===== config.mk =====
export PLATFORM = sky130hd
export DESIGN_NAME = square_voice_mixer
export DESIGN_NICKNAME = d
export VERILOG_FILES = /design/src/rtl/synth_pkg.sv /design/src/rtl/square_voice.sv /design/src/rtl/square_voice_mixer.sv
export SDC_FILE = /design/constraint.sdc
export NUM_CORES = 1
export LEC_CHECK = 0
export CAP_MARGIN = 5
export CORE_ASPECT_RATIO = 1.1
export CORE_MARGIN = 10
export CORE_UTILIZATION = 45
export DETAILED_ROUTE_END_ITERATION = 12
export PLACE_DENSITY = 0.65
export SKIP_CTS_REPAIR_TIMING = 1
export SYNTH_ARGS = -nofsm -noshare
export SYNTH_HDL_FRONTEND = slang
export SYNTH_HIERARCHICAL = 1
export SYNTH_SLANG_ARGS = --single-unit

===== constraint.sdc =====
create_clock -name clk -period 6.35 [get_ports clk]
set_clock_uncertainty 0.1 [all_clocks]
set_input_delay 1.905 -clock clk [delete_from_list [all_inputs] [get_ports clk]]
set_output_delay 1.905 -clock clk [all_outputs]
set_load 0.05 [all_outputs]

===== src/rtl/synth_pkg.sv =====
// ============================================================================
// Module  : synth_pkg
// Purpose : Shared widths, voice count and period type for the synth blocks.
// Revision: 1.0 - initial release
// ============================================================================
`default_nettype none

package synth_pkg;
  localparam int NUM_VOICES = 4;
  localparam int PERIOD_W   = 32;
  localparam int SAMPLE_W   = 8;

  typedef logic [PERIOD_W-1:0] period_t;

  localparam period_t SILENT_PERIOD = '0;
endpackage

`default_nettype wire


===== src/rtl/square_voice.sv =====
// ============================================================================
// Module  : square_voice
// Purpose : One 50%-duty square oscillator: period counter, wrap, level reg.
// Revision: 1.0 - initial release
// ============================================================================
`default_nettype none

module square_voice
  import synth_pkg::*;
(
  input  logic    clk,
  input  logic    rst,
  input  period_t period_i,
  output logic    voice_hi_o
);

  period_t cnt_q;
  period_t cnt_d;
  logic    hi_q;
  logic    hi_d;
  logic    active;

  // Wrap on >= so a period that shrinks below the count recovers next clock.
  always_comb begin
    active = (period_i >= period_t'(2));
    cnt_d  = cnt_q + period_t'(1);
    if (!active) begin
      cnt_d = SILENT_PERIOD;
    end else if (cnt_q >= (period_i - period_t'(1))) begin
      cnt_d = '0;
    end
    hi_d = active && (cnt_q < (period_i >> 1));
  end

  always_ff @(posedge clk or posedge rst) begin
    if (rst) begin
      cnt_q <= '0;
      hi_q  <= 1'b0;
    end else begin
      cnt_q <= cnt_d;
      hi_q  <= hi_d;
    end
  end

  assign voice_hi_o = hi_q;

endmodule

`default_nettype wire


===== src/rtl/square_voice_mixer.sv =====
// ============================================================================
// Module  : square_voice_mixer
// Purpose : Four square voices summed to an 8-bit sample, optional PWM output
//           (enabled by SQUARE_VOICE_MIXER_PWM_EN).
// Revision: 1.0 - initial release
// ============================================================================
`default_nettype none

module square_voice_mixer
  import synth_pkg::*;
#(
  parameter int AMP = 63
) (
  input  logic                  clk,
  input  logic                  rst,
  input  logic [PERIOD_W-1:0]   period0,
  input  logic [PERIOD_W-1:0]   period1,
  input  logic [PERIOD_W-1:0]   period2,
  input  logic [PERIOD_W-1:0]   period3,
  output logic [SAMPLE_W-1:0]   sample,
  output logic [NUM_VOICES-1:0] voice_hi,
  output logic                  pwm_out
);

  localparam int SUM_W = 10;

  period_t             periods [NUM_VOICES];
  logic [SUM_W-1:0]    sum_d;
  logic [SAMPLE_W-1:0] sample_d;
  logic [SAMPLE_W-1:0] sample_q;

  assign periods[0] = period0;
  assign periods[1] = period1;
  assign periods[2] = period2;
  assign periods[3] = period3;

  for (genvar gi = 0; gi < NUM_VOICES; gi++) begin : g_voice
    square_voice u_voice (
      .clk        (clk),
      .rst        (rst),
      .period_i   (periods[gi]),
      .voice_hi_o (voice_hi[gi])
    );
  end

  // Clamp never fires while 4*AMP <= 255; it only keeps the top bits honest.
  always_comb begin
    sum_d = '0;
    for (int i = 0; i < NUM_VOICES; i++) begin
      if (voice_hi[i]) begin
        sum_d = sum_d + SUM_W'(AMP);
      end
    end
    sample_d = (sum_d > SUM_W'(255)) ? {SAMPLE_W{1'b1}} : sum_d[SAMPLE_W-1:0];
  end

  always_ff @(posedge clk or posedge rst) begin
    if (rst) begin
      sample_q <= '0;
    end else begin
      sample_q <= sample_d;
    end
  end

  assign sample = sample_q;

`ifdef SQUARE_VOICE_MIXER_PWM_EN
  logic [SAMPLE_W-1:0] pwm_cnt_q;
  logic [SAMPLE_W-1:0] duty_q;
  logic                pwm_q;

  // Duty reloads only at the frame boundary so each frame is glitch-free.
  always_ff @(posedge clk or posedge rst) begin
    if (rst) begin
      pwm_cnt_q <= '0;
      duty_q    <= '0;
      pwm_q     <= 1'b0;
    end else begin
      pwm_cnt_q <= pwm_cnt_q + SAMPLE_W'(1);
      if (pwm_cnt_q == {SAMPLE_W{1'b1}}) begin
        duty_q <= sample_q;
      end
      pwm_q <= (pwm_cnt_q < duty_q);
    end
  end

  assign pwm_out = pwm_q;
`else
  assign pwm_out = 1'b0;
`endif

endmodule

`default_nettype wire


Yosys cells after proc, flatten, opt, wreduce, memory -nomap -nowiden
Index checks and enable logic that the tools add are counted.

word-level totals
  bits in registers = 140
  latch bits = 0
  bits in writable memories = 0
  ROM bits = 0
  input port bits = 130
  memories = 0

operators by class
  add/subtract/negate cells = 11
  multiply operators = 0
  div/mod/pow operators = 0
  order comparisons = 13
  equal/unequal tests = 0
  shift-type cells = 0
  mux-type cells = 13
  bitwise logic cells = 0
  reductions and logical operators = 4

operator list
  cell                                                   count
  two-way mux 32 bit                                     8
  adder 32 x 1 -> 32 bit (second input constant)         4
  >= comparator 32 x 2 -> 1 bit (second input constant)  4
  >= comparator 32 bit                                   4
  less-than comparator 32 x 31 -> 1 bit                  4
  subtractor 32 x 1 -> 32 bit (second input constant)    4
  adder 10 x 6 -> 10 bit (second input constant)         3
  two-way mux 10 bit                                     3
  > comparator 10 x 8 -> 1 bit (second input constant)   1
  two-way mux 8 bit                                      1
  two-way mux 6 bit                                      1
  logical AND 1 bit                                      4

Logic depth before layout (Yosys ltp)
  depth in word-level cells = 9
  depth in mapped cells = 16

By module
The synthesis kept the hierarchy.

by module, submodules not included
  module                                  times used  cells an instance  area each (sq um)
  square_voice at g_voice[0].u_voice ...  3           423                3557.2
  square_voice at g_voice[2].u_voice      1           418                3514.6
  square_voice_mixer                      1           58                 551.8

Least setup slack after synthesis
OpenSTA, ideal clock, no wires.

  path kind = input to register
  start point = in period2[5]
  end point = reg g_voice[2].u_voice.cnt_q[20]
  setup time = 0.072 ns
  arrival = 5.092 ns
  data required time = 6.178 ns
  path slack = 1.086 ns
  cell stages on the path = 15
  path buffers = 2
  cells stage by stage = or4_4 -> or3_1 -> buf_6 -> or3_4 -> nand2b_4 -> nor4_4 -> xnor2_1 -> ha_1 -> a21oi_1 -> o21ai_0 -> a221oi_1 -> o21ai_0 -> a211o_1 -> buf_2 -> nor2_1

on the way
  word-level cells in the longest chain between the ends = 4
  elaborated cells on any way between the ends = 5

ends and longest elaborated chain
  element                                 RTL line                  source
  start, declared                         square_voice_mixer.sv:18  input logic [PERIOD_W-1:0] period2,
  subtractor 32 x 1 -> 32 bit             square_voice.sv:29        end else if (cnt_q >= (period_i - period_t'(1))) begin
  >= comparator 32 bit                    square_voice.sv:29
  two-way mux 32 bit                      square_voice.sv:29
  two-way mux 32 bit *                    square_voice.sv:27        if (!active) begin
  named net g_voice[2].u_voice.cnt_d[20]  square_voice.sv:18        period_t cnt_d;
  end signal, assigned                    square_voice.sv:40        cnt_q <= cnt_d;
  end, declared                           square_voice.sv:17        period_t cnt_q;

The timed path passes the listed nets; every way through them passes the cells marked *.

Final worst setup path
  start point = in period3[1]
  end point = reg g_voice[3].u_voice.cnt_q[11]

on the way
  word-level cells in the longest chain between the ends = 4
  elaborated cells on any way between the ends = 5

ends and longest elaborated chain
  element                                 RTL line                  source
  start, declared                         square_voice_mixer.sv:19  input logic [PERIOD_W-1:0] period3,
  subtractor 32 x 1 -> 32 bit             square_voice.sv:29
  >= comparator 32 bit                    square_voice.sv:29
  two-way mux 32 bit                      square_voice.sv:29
  two-way mux 32 bit *                    square_voice.sv:27
  named net g_voice[3].u_voice.cnt_d[11]  square_voice.sv:18
  end signal, assigned                    square_voice.sv:40
  end, declared                           square_voice.sv:17

Marks and branches as above.

==> run summary <==
Largest net degree at the start of global routing: 34
Critical path launch point: period3[1]
Worst-margin pin slew: 0.977 ns
Post-DR wirelength/cell: 16.2 um
Final antenna-violating net count: 0
First-pass GRT wire length: 64300 um
Final wirelength: 38000 um
Most frequent cells in the layout: ha_1, nor2_1, xnor2_1
Total CTS buffers: 17
I/O pin cnt: 143
Reg clk slew, reported paths: 0.06 ns
Post-synthesis register bit count: 140
Asr flop ratio synth: 100%
Crit start category: input pin
Register area share after synthesis: 23.8%
Full die area: 40400 sq um
Synth Cell Area: 14700 sq um
Final period utilization: 91.0%
Launch point of the worst reg-to-reg path: g_voice[3].u_voice/cnt_q[2]$_DFF_PP0_
Post-synth top flop: dfrtp_1
P_leak: 8.20 nW
Via density: 5.47
CTS tree: built
Outcome: finished clean
CP required: 6.55 ns
DR vias: 12.8k
Post-synthesis cell type count: 59
CTS Buffer Depth: 2
Worst Hold Launch: g_voice[0].u_voice/cnt_q[0]$_DFF_PP0_
Clock Latency Late Sink: 0.42 ns
Final Hold Viols: 0
Root Buffer: clkbuf_16
RSZ-0062 raised after global routing: false
CP endpoint kind: flop
YS warnings: 6
Most common cell after layout, fill and taps aside: ha_1
Crit path time final: 5.78 ns
EDFF count, synth: 0
Final std cell area, no fill: 17400 sq um
CP Max Fanout: 20
Power Dens Cells: 129 nW/um^2
Gr usage total: 19.0%
Initial core utilization: 45.6%
Initial DRC count: 606
Setup TNS Final: 0 ns
Syn_nets: 2141
Initial antenna violation count: 0
H-Tree Level Count: 4
Max Freq: 0.173 GHz
Max Cap Violations: 0
Syn_area_per_cell: 8.45 sq um
Area grow syn2layout: 17.8%
Setup violations, final: 0
N_diodes: 0
Final Net Count: 2304
Min-delay worst type: reg -> reg
Pre-antenna DRT Iters: 4
Mapped Cells: 1745
Worst path arrival time: 5.98 ns
Synth top area cells: dfrtp_1, ha_1, xnor2_1
GR Overflow Total: 0
Die height: 210 um
Post-synth top area cell: dfrtp_1
Row count: 69
Drt drc: 0
Fillers: 3025
Chip width: 193 um
Vias in the first global route: 13.2k
Critical path type: in -> reg
Final Max Tran Viols: 0
Relative slew slack: 34.3%
VDD IR max: 0.158 mV
Port-buffer cells: 141
R2R setup slack: 3.67 ns
Synth top area share: 23.8%
Share of cells above drive strength 1: 4.43%
Core area: 32300 sq um
CTS sink cnt: 140
Placement Cell Area: 16800 sq um
Routability Congestion: 0.884
DP HPWL: 30900 um
metrics by stage:
stage / hold WS, ns / utilization (%) / instances / power, mW / setup slack [ns]
after floorplan: 0.396 / - / 1745 / 1.09 / 1.09
after global placement: 0.469 / 51.9 / 2315 / 1.25 / 0.241
after detailed placement: 0.476 / 51.9 / 2315 / 1.26 / 0.150
after CTS: 0.481 / 53.8 / 2346 / 2.27 / 0.598
after global routing: 0.528 / 53.8 / 2346 / 2.35 / 0.259
final: 0.476 / 53.8 / 2346 / 2.24 / 0.573
cells in the mapped netlist (6+ instances only):
cell	number
ha_1	265
nor2_1	209
xnor2_1	167
inv_1	164
dfrtp_1	140
nand2_1	128
nand3_1	80
xor2_1	75
a21oi_1	71
nand4_1	59
o21ai_0	45
nor3_1	44
and3_1	37
nor4_1	36
a21o_1	26
and4_1	19
a211oi_1	15
a221oi_1	15
buf_2	13
nand2b_1	13
or3_1	10
a2111oi_0	9
or4_1	9
a31oi_1	7
nor3b_1	7
nor4_4	7
nor2b_1	6
o31ai_1	6
worst paths after layout:
kind / end / cells past startpoint
min: g_voice[0].u_voice/cnt_q[0]$_DFF_PP0_ / 1
max in group asynchronous: g_voice[1].u_voice/cnt_q[22]$_DFF_PP0_ / 3
max reg2reg: g_voice[3].u_voice/cnt_q[26]$_DFF_PP0_ / 6
min in group asynchronous: sample[5]$_DFF_PP0_ / 2
max: g_voice[3].u_voice/cnt_q[11]$_DFF_PP0_ / 17
min reg2reg: g_voice[0].u_voice/cnt_q[0]$_DFF_PP0_ / 1
registers in the layout, indices dropped and copies added, names as in the netlist:
register	count
g_voice.u_voice/voice_hi_o	4
g_voice.u_voice/cnt_q	128
sample	8
report_power, final:
group          leakage (nW)  switching [mW]  internal (mW)
registers              1.87        0.000171          0.892
logic                  6.06           0.184          0.165
clock network         0.275           0.407          0.589
total                  8.20           0.591           1.65
layer usage:
metal	GRT usage [%]	part of all wire, %
met2	32.5	49
met5	0	0
met3	2.87	3.6
met4	5.08	1.6
met1	24.2	46
worst max-delay path, stage by stage:
cell and delay [ns]:
clkdlybuf4s50_1 0.53, inv_1 0.11, ha_1 0.20, or4b_1 0.51
and3b_1 0.32, nand2_1 0.14, nor3b_2 0.33, nand3_1 0.14
xnor2_1 0.16, ha_1 0.29, nand4_1 0.10, or3_1 0.43
nor3_1 0.21, a31oi_1 0.12, nand3b_1 0.14, buf_4 0.26
nor2_1 0.08
area by class of cell:
class / count / area (sq um) / area share [%]
clock buffers: 18 / 439 / 2.53
clock inverters: 13 / 144 / 0.829
inverters: 164 / 616 / 3.55
multi-input cells: 1422 / 10500 / 60.6
flip-flops and latches: 140 / 3500 / 20.2
well taps: 426 / 533 / 3.07
repair buffers: 163 / 1600 / 9.23
kinds of logic (layout without fill, tap and decap cells):
logic type	count (synthesis)	after routing	share of synthesized area (%)
adders and majority gates	266	266	22.6
other	1	1	0.0254
buffers and inverters	183	358	4.85
and+or+nand+nor	703	703	25.4
xor gates and xnor gates	242	242	14.4
muxes	1	1	0.0764
AOI/OAI and AO/OA	209	209	8.89
DFF	140	140	23.8
Power figures use the tool's default switching activity.
